[src/rtl/cpu_types_pkg.sv]
// cpu_types_pkg: shared loader types, FSM state encodings and word geometry
package cpu_types_pkg;
   localparam int LOADER_BYTES_PER_WORD = 4;
   typedef enum logic [2:0] {LEN, DATA, WRITE, CSUM, DONE, ERR} loader_state_t;
   localparam logic [2:0] ST_LEN   = 3'(LEN);
   localparam logic [2:0] ST_DATA  = 3'(DATA);
   localparam logic [2:0] ST_WRITE = 3'(WRITE);
   localparam logic [2:0] ST_CSUM  = 3'(CSUM);
   localparam logic [2:0] ST_DONE  = 3'(DONE);
   localparam logic [2:0] ST_ERR   = 3'(ERR);
endpackage

[src/rtl/ram_loader_if.sv]
// ram_loader_if: byte-stream handshake plus the system test-bench RAM port
interface ram_loader_if;
   logic [7:0]  rx_data;
   logic        rx_valid;
   logic        rx_ready;
   logic        tbCTRL;
   logic        WEN;
   logic [31:0] addr;
   logic [31:0] store;
   modport master (input rx_data, rx_valid, output rx_ready, tbCTRL, WEN, addr, store);
   modport slave  (output rx_data, rx_valid, input rx_ready, tbCTRL, WEN, addr, store);
endinterface

[src/rtl/ram_loader_byte_packer.sv]
// byte_packer: assembles little-endian 32-bit words from accepted bytes
module byte_packer
   import cpu_types_pkg::*;
(
   input  logic        CLK,
   input  logic        RST,
   input  logic [7:0]  data,
   input  logic        take,
   output logic [31:0] word,
   output logic        word_valid
);
   logic [23:0] sr;
   logic [1:0]  cnt;
   // word is presented combinationally in the cycle its last byte is taken
   assign word = {data, sr};
   assign word_valid = take && cnt == 2'(LOADER_BYTES_PER_WORD - 1);
   // earlier bytes shift down so the first byte lands in the low lane
   always_ff @(posedge CLK) begin
      if (RST) begin
         sr  <= '0;
         cnt <= '0;
      end else if (take) begin
         sr  <= {data, sr[23:8]};
         cnt <= cnt + 2'd1;
      end
   end
endmodule

[src/rtl/ram_loader.sv]
// ram_loader: fills RAM from a byte stream, holds the CPU until done
// Optional trailing checksum check is enabled by defining LOADER_CHECKSUM_EN.
module ram_loader
   import cpu_types_pkg::*;
#(
   parameter logic [31:0] BASE_ADDR    = 32'h0000_0000,
   parameter int          MAX_WORDS    = 1024,
   parameter int          WRITE_CYCLES = 2
) (
   input  logic          CLK,
   input  logic          RST,
   ram_loader_if.master  bus,
   output logic          cpu_hold,
   output logic          busy,
   output logic          done,
   output logic          err
);
   localparam int IW = $clog2(MAX_WORDS + 1);
`ifdef LOADER_CHECKSUM_EN
   localparam logic [2:0] ST_TAIL = ST_CSUM;
   logic [31:0]   csum;
`else
   localparam logic [2:0] ST_TAIL = ST_DONE;
`endif
   logic [2:0]    state;
   logic [IW-1:0] idx, n;
   logic [15:0]   wcnt;
   logic [31:0]   addr_q, store_q, word;
   logic          seen, take, wv;
   assign take         = bus.rx_valid && bus.rx_ready;
   assign bus.rx_ready = state == ST_LEN || state == ST_DATA || state == ST_CSUM;
   assign bus.tbCTRL   = state != ST_DONE;
   assign bus.WEN      = state == ST_WRITE;
   assign bus.addr     = addr_q;
   assign bus.store    = store_q;
   assign cpu_hold     = state != ST_DONE;
   assign done         = state == ST_DONE;
   assign err          = state == ST_ERR;
   assign busy         = seen && !done && !err;
   byte_packer u_packer (
      .CLK(CLK), .RST(RST), .data(bus.rx_data), .take(take), .word(word), .word_valid(wv)
   );
   // load sequencer: count, word capture, timed write window, optional checksum
   always_ff @(posedge CLK) begin
      if (RST) begin
         state   <= ST_LEN;
         idx     <= '0;
         n       <= '0;
         wcnt    <= '0;
         addr_q  <= '0;
         store_q <= '0;
         seen    <= 1'b0;
`ifdef LOADER_CHECKSUM_EN
         csum    <= '0;
`endif
      end else begin
         seen <= seen | take;
         case (state)
            ST_LEN: if (wv) begin
               n     <= word[IW-1:0];
               state <= word == 32'd0 ? ST_DONE : word > 32'(MAX_WORDS) ? ST_ERR : ST_DATA;
            end
            ST_DATA: if (wv) begin
               addr_q  <= BASE_ADDR + (32'(idx) << 2);
               store_q <= word;
               wcnt    <= '0;
               state   <= ST_WRITE;
`ifdef LOADER_CHECKSUM_EN
               csum    <= csum + word;
`endif
            end
            ST_WRITE: if (wcnt == 16'(WRITE_CYCLES - 1)) begin
               addr_q  <= '0;
               store_q <= '0;
               idx     <= idx + 1'b1;
               state   <= idx + 1'b1 == n ? ST_TAIL : ST_DATA;
            end else begin
               wcnt <= wcnt + 16'd1;
            end
`ifdef LOADER_CHECKSUM_EN
            ST_CSUM: if (wv) state <= word == csum ? ST_DONE : ST_ERR;
`endif
            default: state <= state;
         endcase
      end
   end
endmodule

[src/flat_wrapper.sv]
// flat-port wrapper written by rule: the top's interface ports become plain ports
module ram_loader_flat import cpu_types_pkg::*;
#(
   parameter logic [31:0] BASE_ADDR    = 32'h0000_0000,
   parameter int          MAX_WORDS    = 1024,
   parameter int          WRITE_CYCLES = 2
)
  (CLK, RST, cpu_hold, busy, done, err, bus_rx_data, bus_rx_valid, bus_rx_ready, bus_tbCTRL, bus_WEN, bus_addr, bus_store);
  ram_loader_if bus_i ();
  input  logic CLK;
  input  logic RST;
  output logic cpu_hold;
  output logic busy;
  output logic done;
  output logic err;
  input wire logic [$bits(bus_i.rx_data)-1:0] bus_rx_data;
  input wire logic [$bits(bus_i.rx_valid)-1:0] bus_rx_valid;
  output wire logic [$bits(bus_i.rx_ready)-1:0] bus_rx_ready;
  output wire logic [$bits(bus_i.tbCTRL)-1:0] bus_tbCTRL;
  output wire logic [$bits(bus_i.WEN)-1:0] bus_WEN;
  output wire logic [$bits(bus_i.addr)-1:0] bus_addr;
  output wire logic [$bits(bus_i.store)-1:0] bus_store;
  assign bus_i.rx_data = bus_rx_data;
  assign bus_i.rx_valid = bus_rx_valid;
  assign bus_rx_ready = bus_i.rx_ready;
  assign bus_tbCTRL = bus_i.tbCTRL;
  assign bus_WEN = bus_i.WEN;
  assign bus_addr = bus_i.addr;
  assign bus_store = bus_i.store;
  ram_loader #(.BASE_ADDR(BASE_ADDR), .MAX_WORDS(MAX_WORDS), .WRITE_CYCLES(WRITE_CYCLES)) u_core (.CLK(CLK), .RST(RST), .bus(bus_i), .cpu_hold(cpu_hold), .busy(busy), .done(done), .err(err));
endmodule
[config.mk]
export PLATFORM = sky130hd
export DESIGN_NAME = ram_loader_flat
export DESIGN_NICKNAME = d
export VERILOG_FILES = /design/src/rtl/cpu_types_pkg.sv /design/src/rtl/ram_loader_if.sv /design/src/rtl/ram_loader_byte_packer.sv /design/src/rtl/ram_loader.sv /design/src/flat_wrapper.sv
export SDC_FILE = /design/constraint.sdc
export NUM_CORES = 1
export LEC_CHECK = 0
export ABC_CLOCK_PERIOD_IN_PS = 5970
export BUFFER_PORTS_ARGS = -buffer_cell sky130_fd_sc_hd__buf_2
export CAP_MARGIN = 15
export CORE_AREA = 2 2 116 118
export DETAILED_ROUTE_END_ITERATION = 16
export DIE_AREA = 0 0 118 120
export SLEW_MARGIN = 20
export SYNTH_ARGS = -nofsm -noshare
export SYNTH_HDL_FRONTEND = slang
export SYNTH_SLANG_ARGS = --single-unit
[constraint.sdc]
create_clock -name CLK -period 5.97 [get_ports CLK]
set_input_delay 0.8955 -clock CLK [delete_from_list [all_inputs] [get_ports CLK]]
set_output_delay 0.8955 -clock CLK [all_outputs]
set_load 0.02 [all_outputs]
==> summary.txt, run 1 <==
status = complete, no violations
clock skew = 0.005926 ns
CP Capture Type = register
EDFF count, synth = 0
fmax = 0.3376 GHz
commonest non-fill, non-tap cell in the layout = dfxtp_1
initial core utilization = 39.30%
post-CTS setup buffer count = 0
cell chain of the critical path = or3b_4 -> inv_1 -> a22oi_2 -> buf_4 -> nand2_1 -> a21oi_1
DR WL/cell = 14.09 um
peak supply drop = 149.7 uV
Slew @ Worst Pin = 1.107 ns
share of cells above drive strength 1 = 13.98%
Chip Height = 120 um
Setup crit start = u_core.state[2]$_SDFFE_PP0P_
Final Max Slew Viols = 0
Hold WC Path Type = reg -> reg
Leak = 2.058 nW
total clock sinks = 111
# DRC = 0
DR pass1 iterations = 5
critical path's largest stage delay = 0.83 ns
slowest CP cell = a22oi_2
post-route ant nets = 0
post-synthesis sequential area ratio = 43.56%
RD Place Congestion = 0.8419
Hold EP = u_core.bus.store[2]$_SDFFE_PP0P_
cts repair resizes = 0
antenna violations before repair = 0
leading cell types in the layout, fill and taps excluded = 111 x dfxtp_1, 104 x nand2_1, 76 x a21oi_1
relative slew slack = 25.82%
Overall Global Routing Usage = 16.70%
Final HPWL DP = 8081 um
# nets final = 661
Post-Syn Area = 5101 um2
FF-to-FF Start = u_core.state[2]$_SDFFE_PP0P_
reg2reg setup slack = 3.01 ns
Reg clk slew, reported paths = 0.07 ns
core box area = 12980 um2
Synth area leader = dfxtp_1
Via density = 5.180
Synth warnings = 0
Clk Latency, worst-skew pair = 0.34 ns
hold slack = 0.4493 ns
Mapped Avg Cell Area = 8.254 um2
dominant synthesized flop cell = dfxtp_1
Port Buffers = 60
vias in the first global route = 4031
Die Area = 14160 um2
TritonCTS clock tree = built
io pins = 82
Area growth syn-to-layout = 10.99%
Synth Instances = 618
Total Wirelength = 11660 um
cts bufs inserted = 9
H-tree levels = 3
Synth top area share = 43.56%
die width = 118 um
WP data required = 6.24 ns
Filler cells = 1323
Tcrit/Tclk final = 49.62%
CTS max path bufs = 2
final hold vios = 0
worst-path fanout max = 58
Antenna Cells = 0
CP Class = reg -> reg
CP startpoint kind = register
CTS Root Cell = clkbuf_16
synth top area cells = dfxtp_1 44%, nand2_1 7.7%, a21oi_1 7.5%, nand4_1 6.0%, xnor2_1 3.9%
RR Endpoint = u_core.bus.store[22]$_SDFFE_PP0P_
post-synth cell types = 57
Max-cap violations = 0
Setup violations, final = 0
1st-iter DRT viols = 184
first-pass GRT wire length = 19550 um
gr ovfl total = 0
largest net degree at the start of global routing = 61
flops & latches, synth = 111
fin cells = 827
minimum clock period = 2.962 ns
WHS Path Cells = 2
hold wc startpoint = u_core.bus.store[2]$_SDFFE_PP0P_
Vias = 4284
# hold bufs at CTS = 0
Placed Cells = 811
row count = 42
Power per Cell Area = 246.6 nW/um2
Reg2Reg Depth = 6
critical path arrival = 3.23 ns
Async S/R FF share, synth = 0%
total negative setup slack = 0 ns
RSZ-0062 raised after global routing = no
total power = 0.001396 W
## final cells by class
type / instances / area (um2) / share of cell area [%]
Timing Repair Buffer: 64 / 330.3 / 5.834
Inverter: 9 / 33.78 / 0.5967
Multi-Input combinational cell: 451 / 2570 / 45.39
Clock inverter: 4 / 28.78 / 0.5083
Tap cell: 176 / 220.2 / 3.889
Clock buffer: 12 / 256.5 / 4.530
Sequential cell: 111 / 2222 / 39.25
## how the worst max path moves through the flow
stage               slack, ns                                 to
floorplan                3.88   u_core.bus.addr[10]$_SDFFE_PP0P_
global placement         3.12  u_core.bus.store[10]$_SDFFE_PP0P_
detailed placement       2.99  u_core.bus.store[11]$_SDFFE_PP0P_
CTS                      2.97  u_core.bus.store[22]$_SDFFE_PP0P_
global route             2.71  u_core.bus.store[22]$_SDFFE_PP0P_
finish                   3.01  u_core.bus.store[22]$_SDFFE_PP0P_
## power breakdown
group	switching (W)	total, W	internal, W	leakage, nW
Clock	0.000269	0.000576	0.000307	0.135
Combinational	0.0000486	0.0000639	0.0000152	1.03
Sequential	0.00000839	0.000756	0.000748	0.897
## cells in the mapped netlist (11+ instances only)
master / number
xor2_1: 13
buf_4: 24
clkbuf_1: 31
mux2i_1: 12
nor3_1: 14
xnor2_1: 23
nand4_1: 49
dfxtp_1: 111
buf_2: 11
a21oi_1: 76
nand3_1: 11
nor2_1: 44
nand2_1: 104
## through the flow
stage | cell area (um2) | util (%) | worst slack (ns)
after global routing | 5662 | 43.62 | 2.706
after global placement | 5376 | 41.42 | 3.124
after floorplan | 5176 | - | 3.878
after CTS | 5662 | 43.62 | 2.974
final | 5662 | 43.62 | 3.008
after detailed placement | 5376 | 41.42 | 2.993
## worst max-delay path, delay by kind of cell (launching register included)
kind | cells | cell delay [ns]
AND/OR/NAND/NOR | 2 | 0.76
flip-flops | 1 | 0.57
buffers and inverters | 2 | 0.59
AO/OA/AOI/OAI | 2 | 0.97
## flip-flops by register name (all words and copies together), names as in the netlist
name,cells
u_core.bus.store,32
u_core.idx,11
u_core.bus.addr,11
u_core.seen,1
u_core.wcnt,16
u_core.u_packer.cnt,2
u_core.u_packer.sr,24
u_core.state,3
u_core.n,11
## kinds of logic (layout without fill, tap and decap cells)
kind of cell	after synthesis	in the layout	share of synthesized area, %
AOI/OAI and AO/OA	108	108	12.51
xor gates and xnor gates	37	37	6.500
adders and majority gates	5	5	1.177
buffers and inverters	76	89	7.775
DFF	111	111	43.56
muxes	12	12	2.355
other	1	21	0.07351
and+or+nand+nor	268	268	26.05
## routing by layer
| layer | track usage, % | routed length (um) | part of all wire (%) | vias to the layer above |
|---|---|---|---|---|
| met1 | 20.93 | 5393 | 46 | 2039 |
| met5 | 0 | 0 | 0 | - |
| li1 | - | - | - | 2163 |
| met3 | 2.329 | 339 | 2.9 | 10 |
| met4 | 5.873 | 142 | 1.2 | 0 |
| met2 | 29.36 | 5779 | 50 | 72 |
(Power assumes the default switching activity.)
==> run 2, diff against run 1 <==
--- a/config.mk
+++ b/config.mk
@@ -5,7 +5,7 @@
 export SDC_FILE = /design/constraint.sdc
 export NUM_CORES = 1
 export LEC_CHECK = 0
-export ABC_CLOCK_PERIOD_IN_PS = 5970
+export ABC_CLOCK_PERIOD_IN_PS = 2700
 export BUFFER_PORTS_ARGS = -buffer_cell sky130_fd_sc_hd__buf_2
 export CAP_MARGIN = 15
 export CORE_AREA = 2 2 116 118
==> constraint.sdc (replaced) <==
create_clock -name CLK -period 2.7 [get_ports CLK]
set_input_delay 0.405 -clock CLK [delete_from_list [all_inputs] [get_ports CLK]]
set_output_delay 0.405 -clock CLK [all_outputs]
set_load 0.02 [all_outputs]
==> summary.txt, run 2 (synthesized netlist as in run 1, its figures left out) <==
cell chain of the critical path = or3b_4 -> buf_4 -> inv_1 -> buf_2
worst slack at placement = 0.3815 ns (-2.611 ns)
post-route setup slack = 0.1859 ns (-2.822 ns)
cts repair resizes = 0 (unchanged)
antenna violations before repair = 0 (unchanged)
row count = 42 (unchanged)
fmax = 0.3978 GHz
peak supply drop = 249.4 uV (+67%)
Port Buffers = 60 (unchanged)
initial core utilization = 39.30% (unchanged)
die width = 118 um (unchanged)
first-pass GRT wire length = 20130 um (+3.0%)
RSZ-0062 raised after global routing = no
Setup violations, final = 0 (unchanged)
worst-path fanout max = 34 (-41%)
max reg flops = 32 (unchanged)
FF-to-FF Start = u_core.state[2]$_SDFFE_PP0P_
gr ovfl total = 0 (unchanged)
CP startpoint kind = register
largest net degree at the start of global routing = 44 (-28%)
Filler cells = 1347 (+1.8%)
Setup crit start = u_core.state[1]$_SDFFE_PP0P_
vias in the first global route = 4071 (+0.99%)
Max-cap violations = 0 (unchanged)
Via density = 5.163 (-0.33%)
RD Place Congestion = 0.8076 (-4.1%)
Leak = 2.112 nW (+2.6%)
# hold bufs at CTS = 0 (unchanged)
DR pass1 iterations = 4 (-1)
share of cells above drive strength 1 = 15.02% (+1.0 points)
critical path arrival = 2.11 ns (-1.12 ns)
TritonCTS clock tree = built
1st-iter DRT viols = 149 (-19%)
DR WL/cell = 14.49 um (+2.8%)
CP Capture Type = output pin
status = complete, no violations
final hold vios = 0 (unchanged)
CTS Root Cell = clkbuf_16
critical path's largest stage delay = 0.58 ns (-0.25 ns)
CTS max path bufs = 2 (unchanged)
# DRC = 0 (unchanged)
post-CTS setup buffer count = 0 (unchanged)
Reg clk slew, reported paths = 0.07 ns (about the same)
CP Class = reg -> out
leading cell types in the layout, fill and taps excluded = 111 x dfxtp_1, 104 x nand2_1, 76 x a21oi_1
minimum clock period = 2.514 ns
clock skew = 0.009751 ns (+0.003825 ns)
Clk Latency, worst-skew pair = 0.35 ns (about the same)
Final Max Slew Viols = 0 (unchanged)
post-route ant nets = 0 (unchanged)
hold wc startpoint = bus_rx_data[5]
WP data required = 2.30 ns (-3.94 ns)
Power per Cell Area = 554.5 nW/um2 (+120%)
total negative setup slack = 0 ns (unchanged)
relative slew slack = 46.11% (+20 points)
Antenna Cells = 0 (unchanged)
io pins = 82 (unchanged)
Area growth syn-to-layout = 12.53%
Overall Global Routing Usage = 17.24% (+0.54 points)
core box area = 12980 um2 (unchanged)
Worst Path Buf+Inv = 3 (+1)
Tcrit/Tclk final = 93.12%
Vias = 4311 (+0.63%)
total clock sinks = 111 (unchanged)
Chip Height = 120 um (unchanged)
H-tree levels = 3 (unchanged)
# nets final = 669 (+1.2%)
slowest CP cell = or3b_4
cts bufs inserted = 9 (unchanged)
commonest non-fill, non-tap cell in the layout = dfxtp_1
Slew @ Worst Pin = 0.8065 ns (-0.3002 ns)
crit-path leading delay family = buffers and inverters
Hold WC Path Type = in -> reg
Die Area = 14160 um2 (unchanged)
Final HPWL DP = 8563 um (+6.0%)
Total Wirelength = 12100 um (+3.8%)
==> run 2: cell types whose count changed in the layout (fill, tap and decap cells not counted) <==
cell        change
clkbuf_8        -1
inv_6           +2
buf_4           +8
bufinv_16       +1
clkinvlp_4      -2
==> run 2: layout make-up <==
cell class | instances | area, um2 | area share (%)
repair buffers | 72 | 390.4 | 6.800
inverters | 9 | 33.78 | 0.5885
multi-input cells | 451 | 2570 | 44.77
well taps | 176 | 220.2 | 3.836
clock buffers | 11 | 242.7 | 4.228
flip-flops and latches | 111 | 2222 | 38.71
clock inverters | 5 | 61.31 | 1.068
==> run 2: stage by stage <==
step                hold WS [ns]  instances  cell area [um2]  power, W  util, %
detailed placement        0.4412        819             5436  0.001858    41.88
CTS                       0.3182        835             5741  0.003216    44.23
finish                    0.3234        835             5741  0.003183    44.23
global route              0.3411        835             5741  0.003304    44.23
floorplan                 0.4317        638             5176  0.001838        -
global placement          0.4370        819             5436  0.001856    41.88
==> run 2: worst min-delay path, stage by stage <==
cell	delay (ns)
buf_2	0.12
nand2_1	0.06
a21oi_1	0.05
==> run 2: final timing paths <==
| kind | slack (ns) | cells after the start | to |
|---|---|---|---|
| worst max-delay path | 0.19 | 4 | bus_WEN |
| worst min register to register | 0.45 | 2 | u_core.bus.addr[4]$_SDFFE_PP0P_ |
| worst min-delay path | 0.32 | 3 | u_core.u_packer.sr[21]$_SDFFE_PP0P_ |
| worst max register to register | 0.37 | 7 | u_core.bus.store[12]$_SDFFE_PP0P_ |
==> run 2: power breakdown <==
part           leakage [nW]  internal, W  switching [W]
Combinational          1.06    0.0000370       0.000109
Sequential            0.897      0.00165      0.0000199
Clock                 0.151     0.000755       0.000609
Total                  2.11      0.00244       0.000739
==> run 2: metal layers <==
metal	vias up	part of all wire, %	GRT usage (%)
li1	2183	-	-
met1	2043	47	22.15
met2	70	48	29.51
met3	15	2.9	2.567
met4	0	1.8	6.175
met5	-	0	0
==> run 3, diff against run 2 <==
--- a/config.mk
+++ b/config.mk
@@ -5,12 +5,13 @@
 export SDC_FILE = /design/constraint.sdc
 export NUM_CORES = 1
 export LEC_CHECK = 0
+export ABC_AREA = 1
 export ABC_CLOCK_PERIOD_IN_PS = 2700
 export BUFFER_PORTS_ARGS = -buffer_cell sky130_fd_sc_hd__buf_2
 export CAP_MARGIN = 15
-export CORE_AREA = 2 2 116 118
+export CORE_AREA = 2 2 120 122
 export DETAILED_ROUTE_END_ITERATION = 16
-export DIE_AREA = 0 0 118 120
+export DIE_AREA = 0 0 122 124
 export SLEW_MARGIN = 20
 export SYNTH_ARGS = -nofsm -noshare
 export SYNTH_HDL_FRONTEND = slang
==> summary.txt, run 3 <==
H-tree levels = 3 (unchanged)
most repeated cell in the gate-level netlist after synthesis = nand2_1
Slew @ Worst Pin = 0.6541 ns (-0.1523 ns)
synth top area cells = dfxtp_1 41%, a21oi_1 9.7%, nand2_1 8.9%, nand3_1 5.6%, nand3_2 4.6%
# nets final = 784 (+17%)
Async S/R FF share, synth = 0% (unchanged)
post-route cell area = 5986 um2 (+4.3%)
gr ovfl total = 0 (unchanged)
post-CTS setup buffer count = 0 (unchanged)
antenna violations before repair = 0 (unchanged)
RD Place Congestion = 0.8312 (+2.9%)
Synth top area share = 41.26% (-2.3 points)
Post-Syn Area = 5385 um2 (+5.6%)
initial core utilization = 39.25% (-0.048 points)
Final Max Slew Viols = 0 (unchanged)
max reg flops = 32 (unchanged)
Reg power frac = 46.4% (-6.2 points)
relative slew slack = 56.39% (+10 points)
leading cell types in the layout, fill and taps excluded = 127 x nand2_1, 111 x dfxtp_1, 104 x a21oi_1
Hold WC Path Type = in -> reg
final hold vios = 0 (unchanged)
dominant synthesized flop cell = dfxtp_1
Power per Cell Area = 731.9 nW/um2 (+32%)
die width = 122 um (+3.4%)
register area = 2222 um2 (unchanged)
CP Class = reg -> reg
commonest cells in the netlist = 127 x nand2_1, 111 x dfxtp_1, 104 x a21oi_1
CTS max path bufs = 2 (unchanged)
worst-path fanout max = 43 (+26%)
Synth area leader = dfxtp_1
minimum clock period = 2.021 ns (-0.4933 ns)
DR pass1 iterations = 4 (unchanged)
Chip Height = 124 um (+3.3%)
CTS Root Cell = clkbuf_16
# DRC = 0 (unchanged)
post-synth cell types = 36 (-37%)
Total Wirelength = 12150 um (+0.42%)
peak supply drop = 372.9 uV (+50%)
Tcrit/Tclk final = 74.84% (-18 points)
Multi-input gate area = 2585 um2 (+0.58%)
post-route ant nets = 0 (unchanged)
fmax = 0.4949 GHz (+24%)
Leak = 2.337 nW (+11%)
post-synthesis sequential area ratio = 41.26% (-2.3 points)
DR WL/cell = 12.73 um (-12%)
CP Capture Type = register
Synth warnings = 0 (unchanged)
Sw Share = 35.86% (+13 points)
Area growth syn-to-layout = 11.15%
Pint = 0.002810 W (+15%)
critical path arrival = 2.31 ns (+0.20 ns)
flops & latches, synth = 111 (unchanged)
commonest non-fill, non-tap cell in the layout = nand2_1
Filler cells = 1446 (+7.3%)
# hold bufs at CTS = 0 (unchanged)
Synth Instances = 730 (+18%)
Vias = 4592 (+6.5%)
Port Buffers = 60 (unchanged)
vias in the first global route = 4070 (-0.025%)
EDFF count, synth = 0 (unchanged)
Overall Global Routing Usage = 16.73% (-0.52 points)
clock skew = 0.01128 ns (+0.001529 ns)
cts repair resizes = 0 (unchanged)
cts bufs inserted = 9 (unchanged)
Clock power frac = 30.3% (-13 points)
Die Area = 15130 um2 (+6.8%)
Max-cap violations = 0 (unchanged)
TritonCTS clock tree = built
Antenna Cells = 0 (unchanged)
share of cells above drive strength 1 = 17.44% (+2.4 points)
largest net degree at the start of global routing = 61 (+39%)
Setup violations, final = 0 (unchanged)
Post-DP Area = 5683 um2 (+4.5%)
first-pass GRT wire length = 20110 um (-0.10%)
WP data required = 2.99 ns (+0.69 ns)
io pins = 82 (unchanged)
CP startpoint kind = register
Final HPWL DP = 8577 um (+0.16%)
Net Switching = 0.001571 W (+110%)
Gate power share = 23.2% (+19 points)
core box area = 13720 um2 (+5.7%)
Clk Latency, worst-skew pair = 0.36 ns (about the same)
RSZ-0062 raised after global routing = no
Via density = 4.813 (-6.8%)
total negative setup slack = 0 ns (unchanged)
row count = 43 (+2.4%)
total clock sinks = 111 (unchanged)
reg2reg setup slack = 0.68 ns (+0.31 ns)
Mapped Avg Cell Area = 7.377 um2 (-11%)
Reg clk slew, reported paths = 0.08 ns (about the same)
1st-iter DRT viols = 219 (+47%)
status = complete, no violations
run 3: metal layers:
layer	global-route usage (%)	up-vias	part of all wire, %
met5	0	-	0
met4	5.675	0	1.6
met3	3.846	14	4.4
met2	26.19	94	44
met1	22.75	2024	50
li1	-	2460	-
run 3: path summary, 6_finish.rpt:
check                                      end  depth (start not counted)                        startpoint
max          u_core.bus.store[20]$_SDFFE_PP0P_                          9       u_core.wcnt[0]$_SDFFE_PP0P_
max reg2reg  u_core.bus.store[20]$_SDFFE_PP0P_                          9       u_core.wcnt[0]$_SDFFE_PP0P_
min reg2reg   u_core.bus.store[3]$_SDFFE_PP0P_                          2  u_core.bus.store[3]$_SDFFE_PP0P_
min          u_core.bus.store[25]$_SDFFE_PP0P_                          3                    bus_rx_data[1]
run 3: critical path, cell delays in order, from the launching register on:
cell and delay [ns]:
dfxtp_1 0.45, ha_1 0.21, nand3_1 0.09, nor2_2 0.15, nand3_2 0.13, nand2_2 0.10, nand2_4 0.17, clkinv_4 0.36
nand3_1 0.14, a21oi_1 0.15
run 3: metrics by stage:
stage               cells  hold slack (ns)  setup slack (ns)  utilization (%)  power [W]
floorplan             750           0.4363             1.051                -   0.002862
global placement      938           0.4537            0.7483            41.42   0.003104
detailed placement    938           0.4531            0.6851            41.42   0.003104
CTS                   954           0.3203            0.6755            43.63   0.004435
global route          954           0.3311            0.4163            43.63   0.004650
finish                954           0.3315            0.6792            43.63   0.004381
run 3: final cells by class:
class | count | share of cell area (%)
Clock inverter | 7 | 1.296
Timing Repair Buffer | 67 | 5.895
Clock buffer | 9 | 3.763
Multi-Input combinational cell | 502 | 43.19
Tap cell | 180 | 3.763
Inverter | 78 | 4.975
Sequential cell | 111 | 37.12
run 3: kinds of logic after synthesis:
group / count (synthesis) / share of synthesized area, %
AO/OA/AOI/OAI: 162 / 15.29
flip-flops: 111 / 41.26
buffers and inverters: 137 / 12.13
adder cells (fa/ha/maj): 4 / 0.9294
AND/OR/NAND/NOR: 307 / 28.51
XOR/XNOR: 8 / 1.812
other: 1 / 0.06964
run 3: power by group through the flow:
stage | clock [W] | sequential, W | combinational, W
floorplan | 0 | 0.00209 | 0.000777
global placement | 0 | 0.00208 | 0.00103
detailed placement | 0 | 0.00207 | 0.00103
CTS | 0.00137 | 0.00203 | 0.00103
global route | 0.00144 | 0.00206 | 0.00115
finish | 0.00133 | 0.00203 | 0.00102
